## src/rtl/i2c_bus_monitor.sv

```systemverilog
// Passive I2C bus monitor: filters SCL/SDA, detects START/STOP and reports each
// 9-bit frame as a byte plus ACK. Never drives the bus.
module i2c_bus_monitor #(
  parameter int unsigned FILT_LEN = 4,
  parameter int unsigned TOUT     = 768
) (
  input  logic       iclk,
  input  logic       irst,
  input  logic       isck,
  input  logic       isda,
  output logic       obusy,
  output logic       ostart,
  output logic       ostop,
  output logic       oerr,
  output logic       obyte_val,
  output logic [7:0] obyte,
  output logic       oack,
  output logic       ofirst,
  output logic [7:0] ocnt
);

  localparam int unsigned RUN_W  = 4;
  localparam int unsigned TOUT_W = 16;
  localparam int unsigned BIT_W  = 4;
  localparam int unsigned BYTE_W = 8;

  localparam logic [RUN_W-1:0]  FILT_LAST = RUN_W'(FILT_LEN - 1);
  localparam logic [TOUT_W-1:0] TOUT_LAST = TOUT_W'(TOUT - 1);
  localparam logic [BIT_W-1:0]  ACK_BIT   = BIT_W'(8);
  localparam logic [BYTE_W-1:0] CNT_MAX   = BYTE_W'(255);

  typedef enum logic [1:0] {
    ST_IDLE,
    ST_ADDR,
    ST_DATA
  } state_t;

  // Index 0 carries SCL, index 1 carries SDA.
  logic [1:0]       sync1;
  logic [1:0]       sync2;
  logic [1:0]       filt;
  logic [1:0]       filt_q;
  logic [1:0]       filt_qq;
  logic [RUN_W-1:0] run_cnt [2];

  state_t              state, nxt_state;
  logic [BIT_W-1:0]    bit_cnt, nxt_bit_cnt;
  logic [BYTE_W-1:0]   shreg, nxt_shreg;
  logic [TOUT_W-1:0]   tcnt, nxt_tcnt;
  logic [BYTE_W-1:0]   byte_cnt, nxt_byte_cnt;

  // Frame capture stage, presented on the outputs one cycle later.
  logic              val_s, nxt_val_s;
  logic [BYTE_W-1:0] byte_s, nxt_byte_s;
  logic              ack_s, nxt_ack_s;
  logic              first_s, nxt_first_s;
  logic [BYTE_W-1:0] cnt_s, nxt_cnt_s;

  logic              nxt_busy, nxt_start, nxt_stop, nxt_err, nxt_byte_val;
  logic [BYTE_W-1:0] nxt_obyte, nxt_ocnt;
  logic              nxt_oack, nxt_ofirst;

  logic scl_l, sda_l;
  logic scl_rise_c, scl_edge_c, sda_rise_c, sda_fall_c;
  logic start_c, stop_c;

  // Two-flop synchronisers, glitch filters and one extra stage for edge detection.
  always_ff @(posedge iclk) begin
    if (irst) begin
      sync1      <= 2'b11;
      sync2      <= 2'b11;
      filt       <= 2'b11;
      filt_q     <= 2'b11;
      filt_qq    <= 2'b11;
      run_cnt[0] <= '0;
      run_cnt[1] <= '0;
    end else begin
      sync1   <= {isda, isck};
      sync2   <= sync1;
      filt_q  <= filt;
      filt_qq <= filt_q;
      for (int i = 0; i < 2; i++) begin
        if (sync2[i] == filt[i]) begin
          run_cnt[i] <= '0;
        end else if (run_cnt[i] == FILT_LAST) begin
          filt[i]    <= sync2[i];
          run_cnt[i] <= '0;
        end else begin
          run_cnt[i] <= run_cnt[i] + RUN_W'(1);
        end
      end
    end
  end

  // Edge flags on the registered filtered lines; SCL activity masks SDA conditions.
  always_comb begin
    scl_l      = filt_q[0];
    sda_l      = filt_q[1];
    scl_rise_c = filt_q[0] & ~filt_qq[0];
    scl_edge_c = filt_q[0] ^ filt_qq[0];
    sda_rise_c = filt_q[1] & ~filt_qq[1];
    sda_fall_c = ~filt_q[1] & filt_qq[1];
    start_c    = sda_fall_c & scl_l & ~scl_edge_c;
    stop_c     = sda_rise_c & scl_l & ~scl_edge_c;
  end

  // State and output registers.
  always_ff @(posedge iclk) begin
    if (irst) begin
      state     <= ST_IDLE;
      bit_cnt   <= '0;
      shreg     <= '0;
      tcnt      <= '0;
      byte_cnt  <= '0;
      val_s     <= 1'b0;
      byte_s    <= '0;
      ack_s     <= 1'b0;
      first_s   <= 1'b0;
      cnt_s     <= '0;
      obusy     <= 1'b0;
      ostart    <= 1'b0;
      ostop     <= 1'b0;
      oerr      <= 1'b0;
      obyte_val <= 1'b0;
      obyte     <= '0;
      oack      <= 1'b0;
      ofirst    <= 1'b0;
      ocnt      <= '0;
    end else begin
      state     <= nxt_state;
      bit_cnt   <= nxt_bit_cnt;
      shreg     <= nxt_shreg;
      tcnt      <= nxt_tcnt;
      byte_cnt  <= nxt_byte_cnt;
      val_s     <= nxt_val_s;
      byte_s    <= nxt_byte_s;
      ack_s     <= nxt_ack_s;
      first_s   <= nxt_first_s;
      cnt_s     <= nxt_cnt_s;
      obusy     <= nxt_busy;
      ostart    <= nxt_start;
      ostop     <= nxt_stop;
      oerr      <= nxt_err;
      obyte_val <= nxt_byte_val;
      obyte     <= nxt_obyte;
      oack      <= nxt_oack;
      ofirst    <= nxt_ofirst;
      ocnt      <= nxt_ocnt;
    end
  end

  // Next-state: START/STOP, frame deserialisation and SCL-stall timeout.
  always_comb begin
    nxt_state    = state;
    nxt_bit_cnt  = bit_cnt;
    nxt_shreg    = shreg;
    nxt_tcnt     = tcnt;
    nxt_byte_cnt = byte_cnt;
    nxt_val_s    = 1'b0;
    nxt_byte_s   = byte_s;
    nxt_ack_s    = ack_s;
    nxt_first_s  = first_s;
    nxt_cnt_s    = cnt_s;
    nxt_start    = 1'b0;
    nxt_stop     = 1'b0;
    nxt_err      = 1'b0;
    nxt_byte_val = val_s;
    nxt_obyte    = val_s ? byte_s  : obyte;
    nxt_oack     = val_s ? ack_s   : oack;
    nxt_ofirst   = val_s ? first_s : ofirst;
    nxt_ocnt     = val_s ? cnt_s   : ocnt;

    if (start_c) begin
      nxt_state    = ST_ADDR;
      nxt_bit_cnt  = '0;
      nxt_shreg    = '0;
      nxt_tcnt     = '0;
      nxt_byte_cnt = '0;
      nxt_ocnt     = '0;
      nxt_start    = 1'b1;
    end else if (stop_c && (state != ST_IDLE)) begin
      nxt_state   = ST_IDLE;
      nxt_bit_cnt = '0;
      nxt_shreg   = '0;
      nxt_tcnt    = '0;
      nxt_stop    = 1'b1;
    end else if (state != ST_IDLE) begin
      if (scl_edge_c) begin
        nxt_tcnt = '0;
        if (scl_rise_c) begin
          if (bit_cnt == ACK_BIT) begin
            nxt_bit_cnt  = '0;
            nxt_byte_cnt = (byte_cnt == CNT_MAX) ? CNT_MAX : byte_cnt + BYTE_W'(1);
            nxt_val_s    = 1'b1;
            nxt_byte_s   = shreg;
            nxt_ack_s    = ~sda_l;
            nxt_first_s  = (state == ST_ADDR);
            nxt_cnt_s    = nxt_byte_cnt;
            nxt_state    = ST_DATA;
          end else begin
            nxt_shreg   = {shreg[6:0], sda_l};
            nxt_bit_cnt = bit_cnt + BIT_W'(1);
          end
        end
      end else if (tcnt == TOUT_LAST) begin
        nxt_state   = ST_IDLE;
        nxt_bit_cnt = '0;
        nxt_shreg   = '0;
        nxt_tcnt    = '0;
        nxt_err     = 1'b1;
      end else begin
        nxt_tcnt = tcnt + TOUT_W'(1);
      end
    end

    nxt_busy = (nxt_state != ST_IDLE);
  end

endmodule

```

## config.mk

```make
export PLATFORM = sky130hd
export DESIGN_NAME = i2c_bus_monitor
export DESIGN_NICKNAME = d
export VERILOG_FILES = /design/src/rtl/i2c_bus_monitor.sv
export SDC_FILE = /design/constraint.sdc
export NUM_CORES = 1
export LEC_CHECK = 0
export CAP_MARGIN = 25
export CORE_UTILIZATION = 30
export DETAILED_ROUTE_END_ITERATION = 16
export GPL_ROUTABILITY_DRIVEN = 0
export PLACE_DENSITY = 0.45
export SYNTH_ARGS = -nofsm -noshare
export SYNTH_HDL_FRONTEND = slang
export SYNTH_SLANG_ARGS = --single-unit
```

## constraint.sdc

```tcl
create_clock -name iclk -period 2.69 [get_ports iclk]
set_input_delay 0.538 -clock iclk [delete_from_list [all_inputs] [get_ports iclk]]
set_output_delay 0.538 -clock iclk [all_outputs]
set_load 0.1 [all_outputs]
```

Word-level counts from Yosys, hierarchy flattened
Memory sizes are Yosys's and may differ from the RTL's.
Cells that the tools add are included.

operators by class
  add/subtract/negate cells = 5
  equal/unequal tests = 10
  muxes and demuxes = 52
  bitwise logic cells = 24
  reduce and logical (&&, ||, !) cells = 14

operator list
  operator               number
  $mux 4                 10
  $mux 8                 5
  $mux 16                2
  $mux 1                 28
  $add 16x1->16 const B  1
  $eq 16x10->1 const B   1
  $mux 2                 7
  $add 4x1->4 const B    3
  $not 1->1              10
  $add 8x1->8 const B    1
  $eq 4x2->1 const B     2
  $eq 8x8->1 const B     1
  $and 1x1->1            7
  $or 1x1->1             6
  $reduce_and 6->1       1
  $reduce_bool 2->1      3
  $reduce_or 6->1        1
  $reduce_and 5->1       1
  $reduce_or 5->1        1
  $eq 4x4->1 const B     1
  $ne 2x2->1 const B     2
  $reduce_and 2->1       2
  $reduce_and 4->1       1
  $reduce_and 3->1       1
  6 further kinds        7

storage, ports and cells
  register bits = 90
  bits in writable memories = 8
  input bits = 4
  output and inout port bits = 23
  logic and storage cells = 131
  memories kept = 1

memory list
  memory   depth  bits a word  read ports  clocked after Yosys merged registers in  write ports  RTL line  source
  run_cnt  2      4            2           0                                        2            44        logic [RUN_W-1:0] run_cnt [2];

Logic depth before layout (Yosys ltp)
Gate-level depths: netlist of the first run.

  depth in word-level cells = 8
  depth in mapped cells = 9
  mapped depth without buffers = 6

Least setup slack after synthesis of the first run
Ideal clock, no wire load.

  path type = register to register
  start = register filt_q[0]
  end = register bit_cnt[1]
  library setup time = 0.120 ns
  data arrival time = 1.739 ns
  data required time = 2.570 ns
  setup slack = 0.831 ns
  stages on the path, launching flop included = 9
  path buffers = 2
  period minus slack after synthesis = 1.859 ns
  cells stage by stage = dfxtp_1 > inv_1 > ha_1 > buf_2 > o21ai_0 > or2_2 > nand3_1 > buf_2 > a21oi_1

on the way
  word-level cells in the longest chain between the ends = 5

RTL lines
  item                       RTL line  source
  start, declared            42        logic [1:0] filt_q;
  start signal, assigned     80        filt_q <= filt;
  $xor 1x1->1                100       scl_edge_c = filt_q[0] ^ filt_qq[0];
  $not 1->1 (no line)        -
  $and 1x1->1                104       stop_c = sda_rise_c & scl_l & ~scl_edge_c;
  $logic_and 1x1->1          181       end else if (stop_c && (state != ST_IDLE)) begin
  $reduce_or 3->1 (no line)  -
  end signal, assigned       131       bit_cnt <= nxt_bit_cnt;
  end, declared              47        logic [BIT_W-1:0] bit_cnt, nxt_bit_cnt;

Parallel ways exist; a longest one is shown, timed or not.
A chain may end at the register's enable or synchronous reset.

Final worst setup path of the first run
  start = register filt_q[0]
  end = register oerr

on the way
  word-level cells in the longest chain between the ends = 5

RTL lines
  item                           RTL line  source
  $xor 1x1->1                    100
  $not 1->1 (no line)            -
  $and 1x1->1                    104
  $logic_and 1x1->1              181
  $reduce_or 5->1 (no line) (*)  -
  end signal, assigned           143       oerr <= nxt_err;
  end, declared                  14        output logic oerr,

Mark *: on every way between the ends. The rest lies on a longest branch, timed or not.

==> results list, run 1 <==
- Once placement finished, the instance area stood at roughly 4600 sq um.
- Global-route met1 utilization: 18.0%
* Area of the core region: approximately 13000 sq um
* Busiest layer in global routing: met2
* Maximum number of pins on one net before global-route repair: 43
- The via count of the first global-routing pass is between 2000 and 3000.
- Number of hold-repair buffers added at the cts stage: 0
* Data required time at the worst endpoint: 2.91 ns
- The number of hold violations in the final report was 0.
- Compared with the post-synthesis result, the final layout area differs by 15.2%.
- Avg Cell Area, Syn: about 9.6 sq um
* Via density per instance: roughly 4.9
* Post-synthesis instance area: between 4000 and 5000 sq um
* Number of port buffers: 26
- Post-Synth XOR/XNOR Area: 4.60%
- Final cycle utilization of the critical path: 82.8%
- At the worst endpoint, the arrival time is around 2.5 ns.
- Clock-pin slew of the registers on the worst-case setup and hold paths: 0.07 ns
- Average wire per cell in the routed design: 13.9 microns
* Number of enable-type register cells in the synthesized netlist: 8
- Share of synthesized area spent on multiplexers: ~4.8%
- Number of setup buffers added after CTS: 0
* Worst voltage drop across the vdd grid: ~0.23 mV
- Synthesized-area fraction occupied by ao, oa, aoi and oai cells: about 15%
- After synthesis, the largest family of logic cells by area is simple AND/OR/NAND/NOR gates.
- The clock period could shrink to 2.23 ns.
* Final design utilization: between 30% and 40%
- Post-cts gate resize count: 0
* Global route total overflow: 0
- Die Span Y: ~120 microns
- Of all nets on the critical path, the largest fanout is 15.
- The detailed router placed between 3000 and 4000 vias in this run.
* Total die area: between 10000 and 15000 sq um
* Simple-gate area share of the yosys netlist: slightly above 20%
- The first global-routing pass estimated about 15000 microns of wire.
* Startpoint type of the worst setup path: register
- DRC viols: 0
- The pre-antenna-repair detailed-routing pass consisted of 4 iterations.
- Cells after Synth: roughly 440
- For this configuration, the core starts out at a cell density of a little under a third.
* Static leakage: 0.00170 uW
* Run status: complete, no violations
- RSZ-0062 raised after global routing: no
* Rel. slew slack: between 50% and 60%
- Crit end category: register
* HP Class: register to register
* Final net count: between 400 and 500
- The clock drives just under 100 sinks.
* Fraction of met3 tracks used by global routing: roughly 2.3%
- The root buffer cell chosen for the clock tree is sky130_fd_sc_hd__clkbuf_16.
- Maximum clock path buffer count: 2
- At the pin with the least slew margin, the transition time is about 0.75 ns.
* Synth Register Bits: 98
* Asr flop ratio synth: 0%
* Remaining antenna violation count: 0
- For this design the ratio of total power to cell area is around 570 nW/um^2.
- Achievable Freq: between 400 and 500 MHz
- Worst-Skew Late Latency: between 0.3 and 0.4 ns
- Library cells used by synthesis: 61
- Min Hold Slack: around 0.4 ns
- During synthesis, Yosys emitted a total of 0 warnings.
* Routed wire length: approximately 9000 microns
- Among all flip-flop cells after synthesis, the most frequent one is sky130_fd_sc_hd__dfxtp_1.
- Iteration-0 DRC Markers: 161
* Finished layout cell area: a little under 5000 sq um
* Number of pins exceeding their max-slew limit in the final report: 0
- Setup CP Type: register to register
* Post-Route Skew: just over 0.008 ns
* Number of antenna violations at the first check in global routing: 0
- The initialized floorplan defines 42 standard-cell rows.
- In the final layout, the share of cells above drive strength 1 is between 10 and 15%.
- From left edge to right edge, the die measures approximately 120 microns.
* Met2 track utilization from global routing: approximately 20%
- Final antenna diode count: 0
- Area share of fa/ha/maj cells after synthesis: 2.69%
* Final Total Pwr: roughly 2800 uW
- After legalization and detailed placement, the total HPWL measured between 6000 and 7000 microns.
- Global-route usage over all layers: 13.1%
- TritonCTS built the clock tree.
* Number of primary I/O pins: 27
* Share of the yosys chip area belonging to registers: 48.7%
* # Max-Cap Violations: 0
* Setup violations, final: 0
* CTS Buf Count: 9
* Number of H-tree levels: 3
- For the final routed database, the setup TNS stands at 0 ns.
[placed cells by master, fill, tap and decap left out, types with 13 or more instances in the layout]
cell                      Yosys  final
sky130_fd_sc_hd__nand3_1     15     15
sky130_fd_sc_hd__xnor2_1     14     14
sky130_fd_sc_hd__buf_4        1     28
sky130_fd_sc_hd__dfxtp_1     90     90
sky130_fd_sc_hd__a21oi_1     43     43
sky130_fd_sc_hd__inv_1       13     13
sky130_fd_sc_hd__nand2_1     43     43
sky130_fd_sc_hd__nor2_1      46     46
sky130_fd_sc_hd__mux2i_1     20     20
[through the flow]
stage          cells  setup slack (ns)
2_1_floorplan    444             0.831
3_3_place_gp     630             0.546
3_5_place_dp     630             0.495
4_1_cts          646             0.438
5_1_grt          646             0.219
6_report         646             0.463
[registers in the layout, indices dropped and copies added (netlist names), 2 cells and up]
register,count
shreg,8
filt_qq,2
bit_cnt,4
filt,2
filt_q,2
byte_cnt,8
tcnt,16
sync2,2
ocnt,8
run_cnt,8
byte_s,8
state,2
cnt_s,8
sync1,2
obyte,8
[cell usage after synthesis, types with 6 or more instances]
master,n,area (sq um)
sky130_fd_sc_hd__a211oi_1,9,67.6
sky130_fd_sc_hd__a21oi_1,43,215
sky130_fd_sc_hd__a32oi_1,8,70.1
sky130_fd_sc_hd__buf_2,10,50.1
sky130_fd_sc_hd__clkbuf_1,6,22.5
sky130_fd_sc_hd__dfxtp_1,90,1800
sky130_fd_sc_hd__edfxtp_1,8,240
sky130_fd_sc_hd__ha_1,9,113
sky130_fd_sc_hd__inv_1,13,48.8
sky130_fd_sc_hd__mux2i_1,20,200
sky130_fd_sc_hd__nand2_1,43,161
sky130_fd_sc_hd__nand3_1,15,75.1
sky130_fd_sc_hd__nand4_1,7,43.8
sky130_fd_sc_hd__nor2_1,46,173
sky130_fd_sc_hd__or2_2,8,50.1
sky130_fd_sc_hd__xnor2_1,14,123
sky130_fd_sc_hd__xor2_1,8,70.1
[critical path: stages (launching register included)]
cell and delay [ns]:
sky130_fd_sc_hd__dfxtp_1 0.42, sky130_fd_sc_hd__inv_1 0.10, sky130_fd_sc_hd__ha_1 0.48, sky130_fd_sc_hd__and4_1 0.26, sky130_fd_sc_hd__nand4_2 0.38, sky130_fd_sc_hd__a2111oi_0 0.47
[kinds of logic after synthesis]
logic type / count (synthesis)
AOI/OAI and AO/OA: 92
muxes: 20
adders and majority gates: 9
other: 1
and+or+nand+nor: 161
buffers and inverters: 34
xor gates and xnor gates: 22
DFF: 98
[where the power goes]
group | total [uW] | switching [uW] | leakage, uW | internal (uW)
clock | 1220 | 561 | 0.000133 | 654
combinational | 58.2 | 39.5 | 0.000756 | 18.7
sequential | 1490 | 6.60 | 0.000808 | 1480
[routing by layer]
metal  routed length [microns]  part of all wire (%)
met1                      4500                    50
met2                      4150                    46
met4                       156                   1.7
met3                       189                   2.1
met5                         0                     0
[layout make-up]
class                   instances  area, sq um
clock buffers                  12          246
clock inverters                 4         27.5
fillers                      1395         8630
inverters                      13         48.8
multi-input cells             312         2000
flip-flops and latches         98         2040
well taps                     176          220
repair buffers                 31          240
[final timing paths]
| path | from | end | slack [ns] | cells past startpoint |
|---|---|---|---|---|
| min | sync1[1] | sync2[1] | 0.41 | 1 |
| min reg2reg | sync1[1] | sync2[1] | 0.41 | 1 |
| max | filt_q[0] | oerr | 0.46 | 5 |
| max reg2reg | filt_q[0] | oerr | 0.46 | 5 |
(Power assumes the default switching activity.)
==> run 2: changes to the inputs <==
Settings changed: PLACE_DENSITY 0.45 to 0.47.
Clock period 2.69 ns to 2 ns, I/O delays scaled along.
==> results list, run 2 (synthesis gave the netlist of run 1 again) <==
* Run status: complete, no violations (unchanged)
- The all-layer global routing usage is 13.2% (was 13.1%).
- The startpoint of the most critical register-to-register path was filt_q[0] (unchanged).
* Cell with the largest stage delay on the worst path: sky130_fd_sc_hd__ha_2 (was sky130_fd_sc_hd__ha_1)
- Arrival time of data at the critical path endpoint: 2.06 ns (was 2.45 ns)
- Number of pins exceeding their max-slew limit in the final report: 0 (unchanged)
- Worst-Skew Late Latency: 0.36 ns (was 0.34 ns)
- Number of port buffers: 26 (unchanged)
- The total core area came to 13500 sq um (unchanged).
* Hold wc startpoint: sync1[1] (unchanged)
- The post-layout net count was 493 (was 478).
- The residual overflow from global routing was 0 (unchanged).
* Initial DRT Pass Iterations: 4 (unchanged)
- Setup CP Type: register to register (unchanged)
* Number of hold-repair buffers added at the cts stage: 0 (unchanged)
- The data required time at the worst endpoint is 2.25 ns (was 2.91 ns).
- Sequence of cells on the critical path: inv_1 -> ha_2 -> and4_1 -> nand4_2 -> buf_4 -> a32oi_1 -> a21oi_1 (was inv_1 -> ha_1 -> and4_1 -> nand4_2 -> a2111oi_0).
- The largest fanout on the critical path was 14 (was 15).
- The flip-flop count of the largest register, all copies and words added is 16 (unchanged).
- Logic pwr share: 2.3% (was 2.1%)
- The maximum vdd ir drop came to 0.346 mV (was 0.232 mV).
* Routed via count: 3222 (was 3166)
* Worst-case hold path end point: sync2[1] (unchanged)
- The via count of the first global-routing pass was 3037 (was 2900).
- # rows: 42 (unchanged)
- Switching Power: 862 uW (was 607 uW)
- The overall die area is 14400 sq um (unchanged).
- Summed negative setup slack over all endpoints: 0 ns (unchanged)
- Clock tree from TritonCTS: done (unchanged)
- The height of the die came to 120 microns (unchanged).
- HP Class: register to register (unchanged)
- The total number of clock tree sinks was 98 (unchanged).
- The total power density per cell area is 754 nW/um^2 (was 572 nW/um^2).
* Layout filler cell count: 1377 (was 1395)
* Number of antenna violations at the first check in global routing: 0 (unchanged)
* Crit path largest cell delay: 0.44 ns (was 0.48 ns)
* Share of total power consumed by net switching: 23.1% (was 22.0%)
- The per-cell via count in the routed design was 4.87 (was 4.90).
- The most common cell after layout, fill and taps aside is sky130_fd_sc_hd__dfxtp_1 (unchanged).
- Maximum number of pins on one net before global-route repair: 28 (was 43)
- The instance count along the most critical hold path is 1 (unchanged).
* Register with the most flip-flops: tcnt (unchanged)
* Post-route minimum period: 1.81 ns (was 2.23 ns)
- Endpoint of the lowest-slack register-to-register path: shreg[3] (was oerr)
* Number of H-tree levels: 3 (unchanged)
- Fraction of power consumed by sequential logic: 53.4% (was 53.8%)
- Iteration-0 DRC Markers: 166 (was 161)
* DRC viols: 0 (unchanged)
* Final-report hold violation count: 0 (unchanged)
* Horizontal die dimension: 120 microns (unchanged)
- The depth of the most critical reg-to-reg path is 7 (was 5).
* Final cycle utilization of the critical path: 90.5% (was 82.8%)
- Remaining antenna violation count: 0 (unchanged)
* Part of the total power dissipated in the clock network: 44.2% (was 44.0%)
- The total clock buffers created by CTS came to 9 (unchanged).
- The achievable frequency came to 552 MHz (was 449 MHz).
- RSZ-0062 raised after global routing: no (unchanged).
* Wire length of the first global-routing pass: 14800 microns (was 14700 microns)
- The tightest slew margin relative to the limit is 63.0% (was 50.2%).
* Setup violations, final: 0 (unchanged)
- The static leakage power was 0.00178 uW (was 0.00170 uW).
* Final antenna diode count: 0 (unchanged)
- The startpoint type of the worst setup path was a register (unchanged).
* Leading cell types in the layout, fill and taps excluded: sky130_fd_sc_hd__dfxtp_1, sky130_fd_sc_hd__nor2_1, sky130_fd_sc_hd__nand2_1, sky130_fd_sc_hd__a21oi_1, sky130_fd_sc_hd__buf_4 (unchanged)
- Crit end category: register (unchanged)
- The proportion of layout cells with a drive suffix above 1 came to 17.1% (was 13.6%).
- Syn-to-layout area delta: 18.3% (was 15.2%)
* Root Buffer Master: sky130_fd_sc_hd__clkbuf_16 (unchanged)
- Internal power of the cells: 2880 uW (was 2150 uW)
- Post-Route Skew: 0.00529 ns (was 0.00805 ns)
- The final wirelength came to 8870 microns (was 9000 microns).
* Clock-pin slew of the registers on the worst-case setup and hold paths: 0.07 ns (about the same)
* Reg-to-reg setup timing slack: 0.19 ns (was 0.46 ns)
- The average wire per standard cell was 13.4 microns (was 13.9 microns).
* Worst-margin pin slew: 0.555 ns (was 0.746 ns)
- The I/O pin total was 27 (unchanged).
- The share of the core filled with cells came to 36.8% (was 35.9%).
- The total half-perimeter wirelength after legalization and detailed placement is 6040 microns (was 6010 microns).
- The initial core utilization is 31.1% (unchanged).
- Maximum clock path buffer count: 2 (unchanged)
* # Max-Cap Violations: 0 (unchanged)
-- run 2: what timing repair did --
item	in CTS	in global routing
buffers inserted	0	0
endpoints found under the setup margin	0	18
gates resized for setup	0	2
-- run 2: critical path: cells and delay by family (launching register included) --
kind | cells | cell delay [ns]
AOI/OAI and AO/OA | 2 | 0.30
adders and majority gates | 1 | 0.44
buffers and inverters | 2 | 0.28
DFF | 1 | 0.33
and+or+nand+nor | 2 | 0.35
-- run 2: area by class of cell --
| cell class | instances | area, sq um | area share [%] |
|---|---|---|---|
| sequential | 98 | 2040 | 41.2 |
| multi-input combinational | 312 | 2000 | 40.4 |
| timing repair buffer | 46 | 365 | 7.37 |
| clock buffer | 9 | 225 | 4.54 |
| tap | 176 | 220 | 4.44 |
| clock inverter | 7 | 50.0 | 1.01 |
| inverter | 13 | 48.8 | 0.985 |
-- run 2: power groups by stage --
| stage | clock, uW | combinational (uW) | sequential [uW] |
|---|---|---|---|
| CTS | 1720 | 88.6 | 2000 |
| floorplan | 0 | 54.3 | 2040 |
| detailed placement | 0 | 88.2 | 2040 |
| global placement | 0 | 88.9 | 2040 |
| global route | 1780 | 98.2 | 2000 |
| finish | 1650 | 87.7 | 2000 |
-- run 2: how the worst max path moves through the flow --
| stage | end | from | slack [ns] |
|---|---|---|---|
| after floorplan | bit_cnt[1] | filt_q[0] | 0.14 |
| after global placement | byte_cnt[4] | filt_q[0] | 0.07 |
| after global routing | tcnt[14] | tcnt[10] | 0.02 |
| after detailed placement | oerr | filt_q[0] | 0.09 |
| after CTS | oerr | filt_q[0] | 0.1 |
| final | shreg[3] | filt_q[0] | 0.19 |
-- run 2: metal layers --
layer | share of wire, % | routed length, microns | track usage, % | vias up
met3 | 3.7 | 330 | 3.85 | 11
met2 | 45 | 3960 | 20.0 | 46
li1 | - | - | - | 1650
met4 | 1.9 | 168 | 5.86 | 0
met1 | 50 | 4410 | 17.3 | 1515
met5 | 0 | 0 | 0 | -
-- run 2: stage by stage --
step / instances / hold slack [ns] / instance area (sq um) / setup slack, ns / power (uW)
4_1_cts: 661 / 0.411 / 4950 / 0.0954 / 3800
3_5_place_dp: 645 / 0.394 / 4680 / 0.0900 / 2130
5_1_grt: 661 / 0.417 / 4960 / 0.0187 / 3880
6_report: 661 / 0.411 / 4960 / 0.190 / 3740
2_1_floorplan: 444 / 0.389 / 4220 / 0.141 / 2100
3_3_place_gp: 645 / 0.395 / 4680 / 0.0715 / 2130
